==> src/rtl/ex_mem_reg_if.sv <==
// EX->MEM pipeline register bundle: stage controls, EX-side capture inputs,
// MEM-side registered outputs and the combinational forwarding tap.
interface ex_mem_reg_if;
    logic        i_stall;
    logic        i_flush;
    logic        i_ex_valid;
    logic [31:0] i_ex_pc;
    logic [31:0] i_ex_alu_result;
    logic [31:0] i_ex_rs2_data;
    logic [4:0]  i_ex_rd_addr;
    logic        i_ex_rd_wren;
    logic        i_ex_mem_wren;
    logic        i_ex_mem_rden;
    logic [2:0]  i_ex_funct3;
    logic [1:0]  i_ex_wb_sel;

    logic        o_mem_valid;
    logic [31:0] o_mem_pc;
    logic [31:0] o_mem_alu_result;
    logic [31:0] o_mem_store_data;
    logic [3:0]  o_mem_bmask;
    logic [4:0]  o_mem_rd_addr;
    logic        o_mem_rd_wren;
    logic        o_mem_mem_wren;
    logic        o_mem_mem_rden;
    logic [2:0]  o_mem_funct3;
    logic [1:0]  o_mem_wb_sel;
    logic        o_mem_misaligned;

    logic        o_fwd_en;
    logic [4:0]  o_fwd_rd_addr;
    logic [31:0] o_fwd_data;

    modport slave (
        input  i_stall, i_flush, i_ex_valid, i_ex_pc, i_ex_alu_result, i_ex_rs2_data,
               i_ex_rd_addr, i_ex_rd_wren, i_ex_mem_wren, i_ex_mem_rden, i_ex_funct3, i_ex_wb_sel,
        output o_mem_valid, o_mem_pc, o_mem_alu_result, o_mem_store_data, o_mem_bmask,
               o_mem_rd_addr, o_mem_rd_wren, o_mem_mem_wren, o_mem_mem_rden, o_mem_funct3,
               o_mem_wb_sel, o_mem_misaligned, o_fwd_en, o_fwd_rd_addr, o_fwd_data
    );

    modport master (
        output i_stall, i_flush, i_ex_valid, i_ex_pc, i_ex_alu_result, i_ex_rs2_data,
               i_ex_rd_addr, i_ex_rd_wren, i_ex_mem_wren, i_ex_mem_rden, i_ex_funct3, i_ex_wb_sel,
        input  o_mem_valid, o_mem_pc, o_mem_alu_result, o_mem_store_data, o_mem_bmask,
               o_mem_rd_addr, o_mem_rd_wren, o_mem_mem_wren, o_mem_mem_rden, o_mem_funct3,
               o_mem_wb_sel, o_mem_misaligned, o_fwd_en, o_fwd_rd_addr, o_fwd_data
    );
endinterface

==> src/rtl/ex_mem_reg.sv <==
// EX/MEM pipeline register: captures the EX result, lane-aligns store data,
// flags misaligned accesses and exposes the MEM-stage forwarding tap.
module ex_mem_reg #(
    parameter logic [31:0] PC_RESET = 32'h0000_0000
) (
    input  logic          i_clk,
    input  logic          i_rst_n,
    ex_mem_reg_if.slave   bus
);

    // One-hot access size {word, half, byte}; zero marks an illegal funct3.
    function automatic logic [2:0] access_size(input logic [2:0] funct3);
        logic [2:0] size;
        case (funct3)
            3'b000, 3'b100: size = 3'b001;
            3'b001, 3'b101: size = 3'b010;
            3'b010:         size = 3'b100;
            default:        size = 3'b000;
        endcase
        return size;
    endfunction

    logic [2:0]  size_s;
    logic        access_s;
    logic        align_fault_s;
    logic        misaligned_s;
    logic [31:0] store_data_s;
    logic [3:0]  lane_mask_s;

    logic        valid_r;
    logic [31:0] pc_r;
    logic [31:0] alu_result_r;
    logic [31:0] store_data_r;
    logic [3:0]  bmask_r;
    logic [4:0]  rd_addr_r;
    logic        rd_wren_r;
    logic        mem_wren_r;
    logic        mem_rden_r;
    logic [2:0]  funct3_r;
    logic [1:0]  wb_sel_r;
    logic        misaligned_r;

    // Derive alignment, store-lane replication and byte mask from the EX operands.
    always_comb begin
        size_s        = access_size(bus.i_ex_funct3);
        access_s      = bus.i_ex_valid & (bus.i_ex_mem_wren | bus.i_ex_mem_rden);
        align_fault_s = 1'b0;
        store_data_s  = bus.i_ex_rs2_data;
        lane_mask_s   = 4'b0000;
        case (size_s)
            3'b001: begin
                align_fault_s = 1'b0;
                store_data_s  = {4{bus.i_ex_rs2_data[7:0]}};
                lane_mask_s   = 4'b0001 << bus.i_ex_alu_result[1:0];
            end
            3'b010: begin
                align_fault_s = bus.i_ex_alu_result[0];
                store_data_s  = {2{bus.i_ex_rs2_data[15:0]}};
                lane_mask_s   = 4'b0011 << bus.i_ex_alu_result[1:0];
            end
            3'b100: begin
                align_fault_s = |bus.i_ex_alu_result[1:0];
                store_data_s  = bus.i_ex_rs2_data;
                lane_mask_s   = 4'b1111;
            end
            default: begin
                align_fault_s = 1'b1;
                store_data_s  = bus.i_ex_rs2_data;
                lane_mask_s   = 4'b0000;
            end
        endcase
        misaligned_s = access_s & align_fault_s;
    end

    // Pipeline register: reset > flush > stall(hold) > load.
    always_ff @(posedge i_clk or negedge i_rst_n) begin
        if (!i_rst_n) begin
            valid_r      <= 1'b0;
            pc_r         <= PC_RESET;
            alu_result_r <= 32'h0000_0000;
            store_data_r <= 32'h0000_0000;
            bmask_r      <= 4'b0000;
            rd_addr_r    <= 5'd0;
            rd_wren_r    <= 1'b0;
            mem_wren_r   <= 1'b0;
            mem_rden_r   <= 1'b0;
            funct3_r     <= 3'b000;
            wb_sel_r     <= 2'b00;
            misaligned_r <= 1'b0;
        end else if (bus.i_flush) begin
            valid_r      <= 1'b0;
            pc_r         <= PC_RESET;
            alu_result_r <= 32'h0000_0000;
            store_data_r <= 32'h0000_0000;
            bmask_r      <= 4'b0000;
            rd_addr_r    <= 5'd0;
            rd_wren_r    <= 1'b0;
            mem_wren_r   <= 1'b0;
            mem_rden_r   <= 1'b0;
            funct3_r     <= 3'b000;
            wb_sel_r     <= 2'b00;
            misaligned_r <= 1'b0;
        end else if (!bus.i_stall) begin
            valid_r      <= bus.i_ex_valid;
            pc_r         <= bus.i_ex_pc;
            alu_result_r <= bus.i_ex_alu_result;
            store_data_r <= store_data_s;
            rd_addr_r    <= bus.i_ex_rd_addr;
            funct3_r     <= bus.i_ex_funct3;
            wb_sel_r     <= bus.i_ex_wb_sel;
            misaligned_r <= misaligned_s;
            // A misaligned access is kept valid but stripped of all side effects.
            rd_wren_r    <= bus.i_ex_valid & bus.i_ex_rd_wren & (bus.i_ex_rd_addr != 5'd0) & ~misaligned_s;
            mem_wren_r   <= bus.i_ex_valid & bus.i_ex_mem_wren & ~misaligned_s;
            mem_rden_r   <= bus.i_ex_valid & bus.i_ex_mem_rden & ~misaligned_s;
            bmask_r      <= (bus.i_ex_valid & bus.i_ex_mem_wren & ~misaligned_s) ? lane_mask_s : 4'b0000;
        end
    end

    assign bus.o_mem_valid      = valid_r;
    assign bus.o_mem_pc         = pc_r;
    assign bus.o_mem_alu_result = alu_result_r;
    assign bus.o_mem_store_data = store_data_r;
    assign bus.o_mem_bmask      = bmask_r;
    assign bus.o_mem_rd_addr    = rd_addr_r;
    assign bus.o_mem_rd_wren    = rd_wren_r;
    assign bus.o_mem_mem_wren   = mem_wren_r;
    assign bus.o_mem_mem_rden   = mem_rden_r;
    assign bus.o_mem_funct3     = funct3_r;
    assign bus.o_mem_wb_sel     = wb_sel_r;
    assign bus.o_mem_misaligned = misaligned_r;

    // Loads cannot forward from MEM: their data is not available until WB.
    assign bus.o_fwd_en      = valid_r & rd_wren_r & ~mem_rden_r;
    assign bus.o_fwd_rd_addr = rd_addr_r;
    assign bus.o_fwd_data    = alu_result_r;

endmodule

==> src/flat_wrapper.sv <==
// flat-port wrapper written by rule: the top's interface ports become plain ports
module ex_mem_reg_flat 
#(
    parameter logic [31:0] PC_RESET = 32'h0000_0000
)
  (i_clk, i_rst_n, bus_i_stall, bus_i_flush, bus_i_ex_valid, bus_i_ex_pc, bus_i_ex_alu_result, bus_i_ex_rs2_data, bus_i_ex_rd_addr, bus_i_ex_rd_wren, bus_i_ex_mem_wren, bus_i_ex_mem_rden, bus_i_ex_funct3, bus_i_ex_wb_sel, bus_o_mem_valid, bus_o_mem_pc, bus_o_mem_alu_result, bus_o_mem_store_data, bus_o_mem_bmask, bus_o_mem_rd_addr, bus_o_mem_rd_wren, bus_o_mem_mem_wren, bus_o_mem_mem_rden, bus_o_mem_funct3, bus_o_mem_wb_sel, bus_o_mem_misaligned, bus_o_fwd_en, bus_o_fwd_rd_addr, bus_o_fwd_data);
  ex_mem_reg_if bus_i ();
  input  logic i_clk;
  input  logic i_rst_n;
  input wire logic [$bits(bus_i.i_stall)-1:0] bus_i_stall;
  input wire logic [$bits(bus_i.i_flush)-1:0] bus_i_flush;
  input wire logic [$bits(bus_i.i_ex_valid)-1:0] bus_i_ex_valid;
  input wire logic [$bits(bus_i.i_ex_pc)-1:0] bus_i_ex_pc;
  input wire logic [$bits(bus_i.i_ex_alu_result)-1:0] bus_i_ex_alu_result;
  input wire logic [$bits(bus_i.i_ex_rs2_data)-1:0] bus_i_ex_rs2_data;
  input wire logic [$bits(bus_i.i_ex_rd_addr)-1:0] bus_i_ex_rd_addr;
  input wire logic [$bits(bus_i.i_ex_rd_wren)-1:0] bus_i_ex_rd_wren;
  input wire logic [$bits(bus_i.i_ex_mem_wren)-1:0] bus_i_ex_mem_wren;
  input wire logic [$bits(bus_i.i_ex_mem_rden)-1:0] bus_i_ex_mem_rden;
  input wire logic [$bits(bus_i.i_ex_funct3)-1:0] bus_i_ex_funct3;
  input wire logic [$bits(bus_i.i_ex_wb_sel)-1:0] bus_i_ex_wb_sel;
  output wire logic [$bits(bus_i.o_mem_valid)-1:0] bus_o_mem_valid;
  output wire logic [$bits(bus_i.o_mem_pc)-1:0] bus_o_mem_pc;
  output wire logic [$bits(bus_i.o_mem_alu_result)-1:0] bus_o_mem_alu_result;
  output wire logic [$bits(bus_i.o_mem_store_data)-1:0] bus_o_mem_store_data;
  output wire logic [$bits(bus_i.o_mem_bmask)-1:0] bus_o_mem_bmask;
  output wire logic [$bits(bus_i.o_mem_rd_addr)-1:0] bus_o_mem_rd_addr;
  output wire logic [$bits(bus_i.o_mem_rd_wren)-1:0] bus_o_mem_rd_wren;
  output wire logic [$bits(bus_i.o_mem_mem_wren)-1:0] bus_o_mem_mem_wren;
  output wire logic [$bits(bus_i.o_mem_mem_rden)-1:0] bus_o_mem_mem_rden;
  output wire logic [$bits(bus_i.o_mem_funct3)-1:0] bus_o_mem_funct3;
  output wire logic [$bits(bus_i.o_mem_wb_sel)-1:0] bus_o_mem_wb_sel;
  output wire logic [$bits(bus_i.o_mem_misaligned)-1:0] bus_o_mem_misaligned;
  output wire logic [$bits(bus_i.o_fwd_en)-1:0] bus_o_fwd_en;
  output wire logic [$bits(bus_i.o_fwd_rd_addr)-1:0] bus_o_fwd_rd_addr;
  output wire logic [$bits(bus_i.o_fwd_data)-1:0] bus_o_fwd_data;
  assign bus_i.i_stall = bus_i_stall;
  assign bus_i.i_flush = bus_i_flush;
  assign bus_i.i_ex_valid = bus_i_ex_valid;
  assign bus_i.i_ex_pc = bus_i_ex_pc;
  assign bus_i.i_ex_alu_result = bus_i_ex_alu_result;
  assign bus_i.i_ex_rs2_data = bus_i_ex_rs2_data;
  assign bus_i.i_ex_rd_addr = bus_i_ex_rd_addr;
  assign bus_i.i_ex_rd_wren = bus_i_ex_rd_wren;
  assign bus_i.i_ex_mem_wren = bus_i_ex_mem_wren;
  assign bus_i.i_ex_mem_rden = bus_i_ex_mem_rden;
  assign bus_i.i_ex_funct3 = bus_i_ex_funct3;
  assign bus_i.i_ex_wb_sel = bus_i_ex_wb_sel;
  assign bus_o_mem_valid = bus_i.o_mem_valid;
  assign bus_o_mem_pc = bus_i.o_mem_pc;
  assign bus_o_mem_alu_result = bus_i.o_mem_alu_result;
  assign bus_o_mem_store_data = bus_i.o_mem_store_data;
  assign bus_o_mem_bmask = bus_i.o_mem_bmask;
  assign bus_o_mem_rd_addr = bus_i.o_mem_rd_addr;
  assign bus_o_mem_rd_wren = bus_i.o_mem_rd_wren;
  assign bus_o_mem_mem_wren = bus_i.o_mem_mem_wren;
  assign bus_o_mem_mem_rden = bus_i.o_mem_mem_rden;
  assign bus_o_mem_funct3 = bus_i.o_mem_funct3;
  assign bus_o_mem_wb_sel = bus_i.o_mem_wb_sel;
  assign bus_o_mem_misaligned = bus_i.o_mem_misaligned;
  assign bus_o_fwd_en = bus_i.o_fwd_en;
  assign bus_o_fwd_rd_addr = bus_i.o_fwd_rd_addr;
  assign bus_o_fwd_data = bus_i.o_fwd_data;
  ex_mem_reg #(.PC_RESET(PC_RESET)) u_core (.i_clk(i_clk), .i_rst_n(i_rst_n), .bus(bus_i));
endmodule
==> config.mk <==
export PLATFORM = sky130hd
export DESIGN_NAME = ex_mem_reg_flat
export DESIGN_NICKNAME = d
export VERILOG_FILES = /design/src/rtl/ex_mem_reg_if.sv /design/src/rtl/ex_mem_reg.sv /design/src/flat_wrapper.sv
export SDC_FILE = /design/constraint.sdc
export NUM_CORES = 1
export LEC_CHECK = 0
export ABC_AREA = 1
export BUFFER_PORTS_ARGS = -buffer_cell sky130_fd_sc_hd__buf_4
export CAP_MARGIN = 20
export CORE_MARGIN = 2
export CORE_UTILIZATION = 45
export DETAILED_ROUTE_END_ITERATION = 7
export GPL_ROUTABILITY_DRIVEN = 0
export GPL_TIMING_DRIVEN = 0
export PLACE_DENSITY = 0.81
export SLEW_MARGIN = 20
export SYNTH_ARGS = -nofsm -noshare
export SYNTH_HDL_FRONTEND = slang
export SYNTH_SLANG_ARGS = --single-unit
==> constraint.sdc <==
create_clock -name i_clk -period 1.6 [get_ports i_clk]
set_input_delay 0.32 -clock i_clk [delete_from_list [all_inputs] [get_ports i_clk]]
set_output_delay 0.32 -clock i_clk [all_outputs]
set_load 0.01 [all_outputs]
==> summary.md <==
| Metric | Value |
|---|---|
| Crit Path Max Fanout | `3` |
| Area Overhead vs Synth | `59.4%` |
| Die area | `11600 um2` |
| Setup_tns | `0 ns` |
| Max Freq | `0.648 GHz` |
| Critical path's top delay family | `flip-flops` |
| P_sw | `2.02 mW` |
| Min Tclk post-route | `1.54 ns` |
| Ports | `267` |
| Vias in the first global route | `4371` |
| Final Hold Viols | `0` |
| N_diodes | `0` |
| Seq/Total Area, Yosys | `59.4%` |
| Worst slew margin | `40.3%` |
| Internal | `6.82 mW` |
| Worst slew pin tran | `0.895 ns` |
| Die Y | `108 um` |
| Mapped cell area | `4850 um2` |
| Hold WC Path Type | `in2reg` |
| Status | `completed` |
| DR iter-0 viols | `282` |
| Fin worst setup slack | `0.0576 ns` |
| Syn. warnings | `0` |
| Maximum clock path buffer count | `2` |
| Worst Hold Depth | `2` |
| CTS H-tree depth | `4` |
| Post-synth top area share | `59.4%` |
| Mapped Nets | `560` |
| PortBufs | `266` |
| Critical Path Most Common Cell | `buf_4` |
| 1st-pass router iterations | `5` |
| Root Buffer | `clkbuf_8` |
| Flop pwr share | `36.2%` |
| Sw Ratio | `22.8%` |
| Dpl cells | `848` |
| Buf/Inv on CP | `2` |
| Clock slew at reported path FFs | `0.06 ns` |
| RSZ-0062 raised after global routing | `false` |
| Core ar. | `10400 um2` |
| Total power | `8.84 mW` |
| CP Depth | `2` |
| Mean Syn Cell Area | `10.9 um2` |
| NumNets Final | `846` |
| Starting Density | `46.7%` |
| HPWL after DPL | `11300 um` |
| Initial antenna violation count | `0` |
| Hold slack | `0.0360 ns` |
| Routed Antenna Nets | `0` |
| #FFs+latches synth | `115` |
| Worst slack, placed | `0.194 ns` |
| Std cell rows | `37` |
| Vias | `4479` |
| Final Cycle Share | `96.4%` |
| Register-to-Register Path Depth | `1` |
| # clock sinks | `115` |
| DIE WIDTH | `108 um` |
| Largest cells by area after synthesis | `dfrtp_1, a22o_1, buf_4` |
| CP Capture Type | `primary output` |
| Clock power frac | `50.0%` |
| Final WL | `15300 um` |
| Drt drc | `0` |
| Design Area, Final | `7730 um2` |
| Num CTS Buffers | `17` |
| Worst Clk Skew | `0 ns` |
| Pin count of the biggest net entering global routing | `116` |
| Biggest cell delay along the critical path | `0.43 ns` |
| Worst Path Arrival | `1.22 ns` |
| Dominant cell type by area after synthesis | `dfrtp_1` |
| Worst Path Class, Setup | `reg2out` |
| Worst path cell trace | `buf_4, buf_4` |
| Post-DP Area | `7020 um2` |
| Post-Layout Cell Count | `881` |
| Cells after synthesis | `446` |
| Slew Limit Fails | `0` |
| TritonCTS clock tree | `yes` |
| Fin util | `74.5%` |
| Routed wire per std cell | `17.4 um` |
| Clk_lat worst skew | `0.51 ns` |
| Total global routing overflow | `0` |
| Synth cell types | `23` |
| CP startpoint kind | `flop` |
| Tot GR Track Use | `26.3%` |
| Post-DR vias/cell | `5.08` |
| Setup violations, final | `0` |
| Maxcap violations | `0` |
| CP max stage cell | `dfrtp_1` |
| Layout cells sized above 1 | `49.7%` |
| Logic pwr share | `13.8%` |
| WP data required | `1.28 ns` |
| PD cells | `1140 nW/um2` |
| Leak | `4.24 nW` |
| First-pass GRT wire length | `23100 um` |
| VDD IR max | `646 uV` |
| CTS-repair resized insts | `0` |
==> power by group through the flow <==
| stage | sequential (mW) | combinational (mW) | clock, mW |
|---|---|---|---|
| detailed placement | 3.24 | 1.22 | 0 |
| global route | 3.22 | 1.31 | 4.62 |
| global placement | 3.23 | 1.20 | 0 |
| CTS | 3.20 | 1.23 | 4.48 |
| floorplan | 3.30 | 0.404 | 0 |
| finish | 3.20 | 1.22 | 4.42 |
==> layout make-up <==
| type | count | area [um2] |
|---|---|---|
| sequential | 115 | 2880 |
| fill | 720 | 2640 |
| timing repair buffer | 267 | 2010 |
| multi-input combinational | 240 | 1450 |
| clock buffer | 20 | 445 |
| buffer | 63 | 417 |
| clock inverter | 12 | 251 |
| tap | 136 | 170 |
| inverter | 28 | 105 |
==> logic make-up after synthesis <==
family / after synthesis / share of synthesized area (%)
AOI/OAI and AO/OA: 128 / 19.8
buffers and inverters: 91 / 10.8
and+or+nand+nor: 112 / 10.1
DFF: 115 / 59.4
==> worst paths after layout <==
kind / slack, ns / from / end
max: 0.06 / u_core.bus.o_fwd_rd_addr[3] / bus_o_mem_rd_addr[3]
min: 0.04 / bus_i_ex_alu_result[30] / u_core.bus.o_fwd_data[30]
max reg2reg: 0.85 / u_core.bus.o_fwd_rd_addr[3] / u_core.bus.o_fwd_rd_addr[3]
min reg2reg: 0.48 / u_core.bus.o_mem_store_data[22] / u_core.bus.o_mem_store_data[22]
max in group asynchronous: 0.49 / i_rst_n / u_core.bus.o_fwd_data[23]
min in group asynchronous: 0.50 / i_rst_n / u_core.bus.o_fwd_data[29]
==> routing by layer <==
metal	GRT usage [%]	part of all wire, %	up-vias
met2	45.1	52	207
met3	7.51	7.5	30
met5	0	0	-
met4	9.71	2.6	0
li1	-	-	2081
met1	31.5	38	2161
==> synth_stat cells (all sizes together) <==
cell type / number
clkbuf: 1
a22oi: 8
nor2: 18
o211ai: 16
o21a: 1
nand2: 85
o21ai: 36
buf: 62
nand3: 8
dfrtp: 115
nand4: 1
inv: 28
a22o: 67
==> state kept, by name, summed over array words and instances (netlist names), 2 cells and up <==
signal / cells
u_core.bus.o_fwd_data: 32
u_core.bus.o_mem_pc: 32
u_core.bus.o_mem_store_data: 32
u_core.bus.o_fwd_rd_addr: 5
u_core.bus.o_mem_bmask: 4
u_core.bus.o_mem_funct3: 3
u_core.bus.o_mem_wb_sel: 2
==> cell usage in the layout (no fill, tap or decap), drive strengths merged, types with 2 or more instances in the layout <==
master	instances
o21ai	36
bufinv	7
a22oi	8
a22o	67
clkinv	3
dfrtp	115
nand3	8
o211ai	16
buf	327
inv	28
nor2	18
clkinvlp	2
nand2	85
clkbuf	22
==> repair_timing <==
item / 4_1_cts / 5_1_grt
hold buffers: 1 / 0
hold endpoints to repair: 28 / 0
buffers inserted: 0 / 0
No activity file was read; power rests on OpenSTA's default activity.
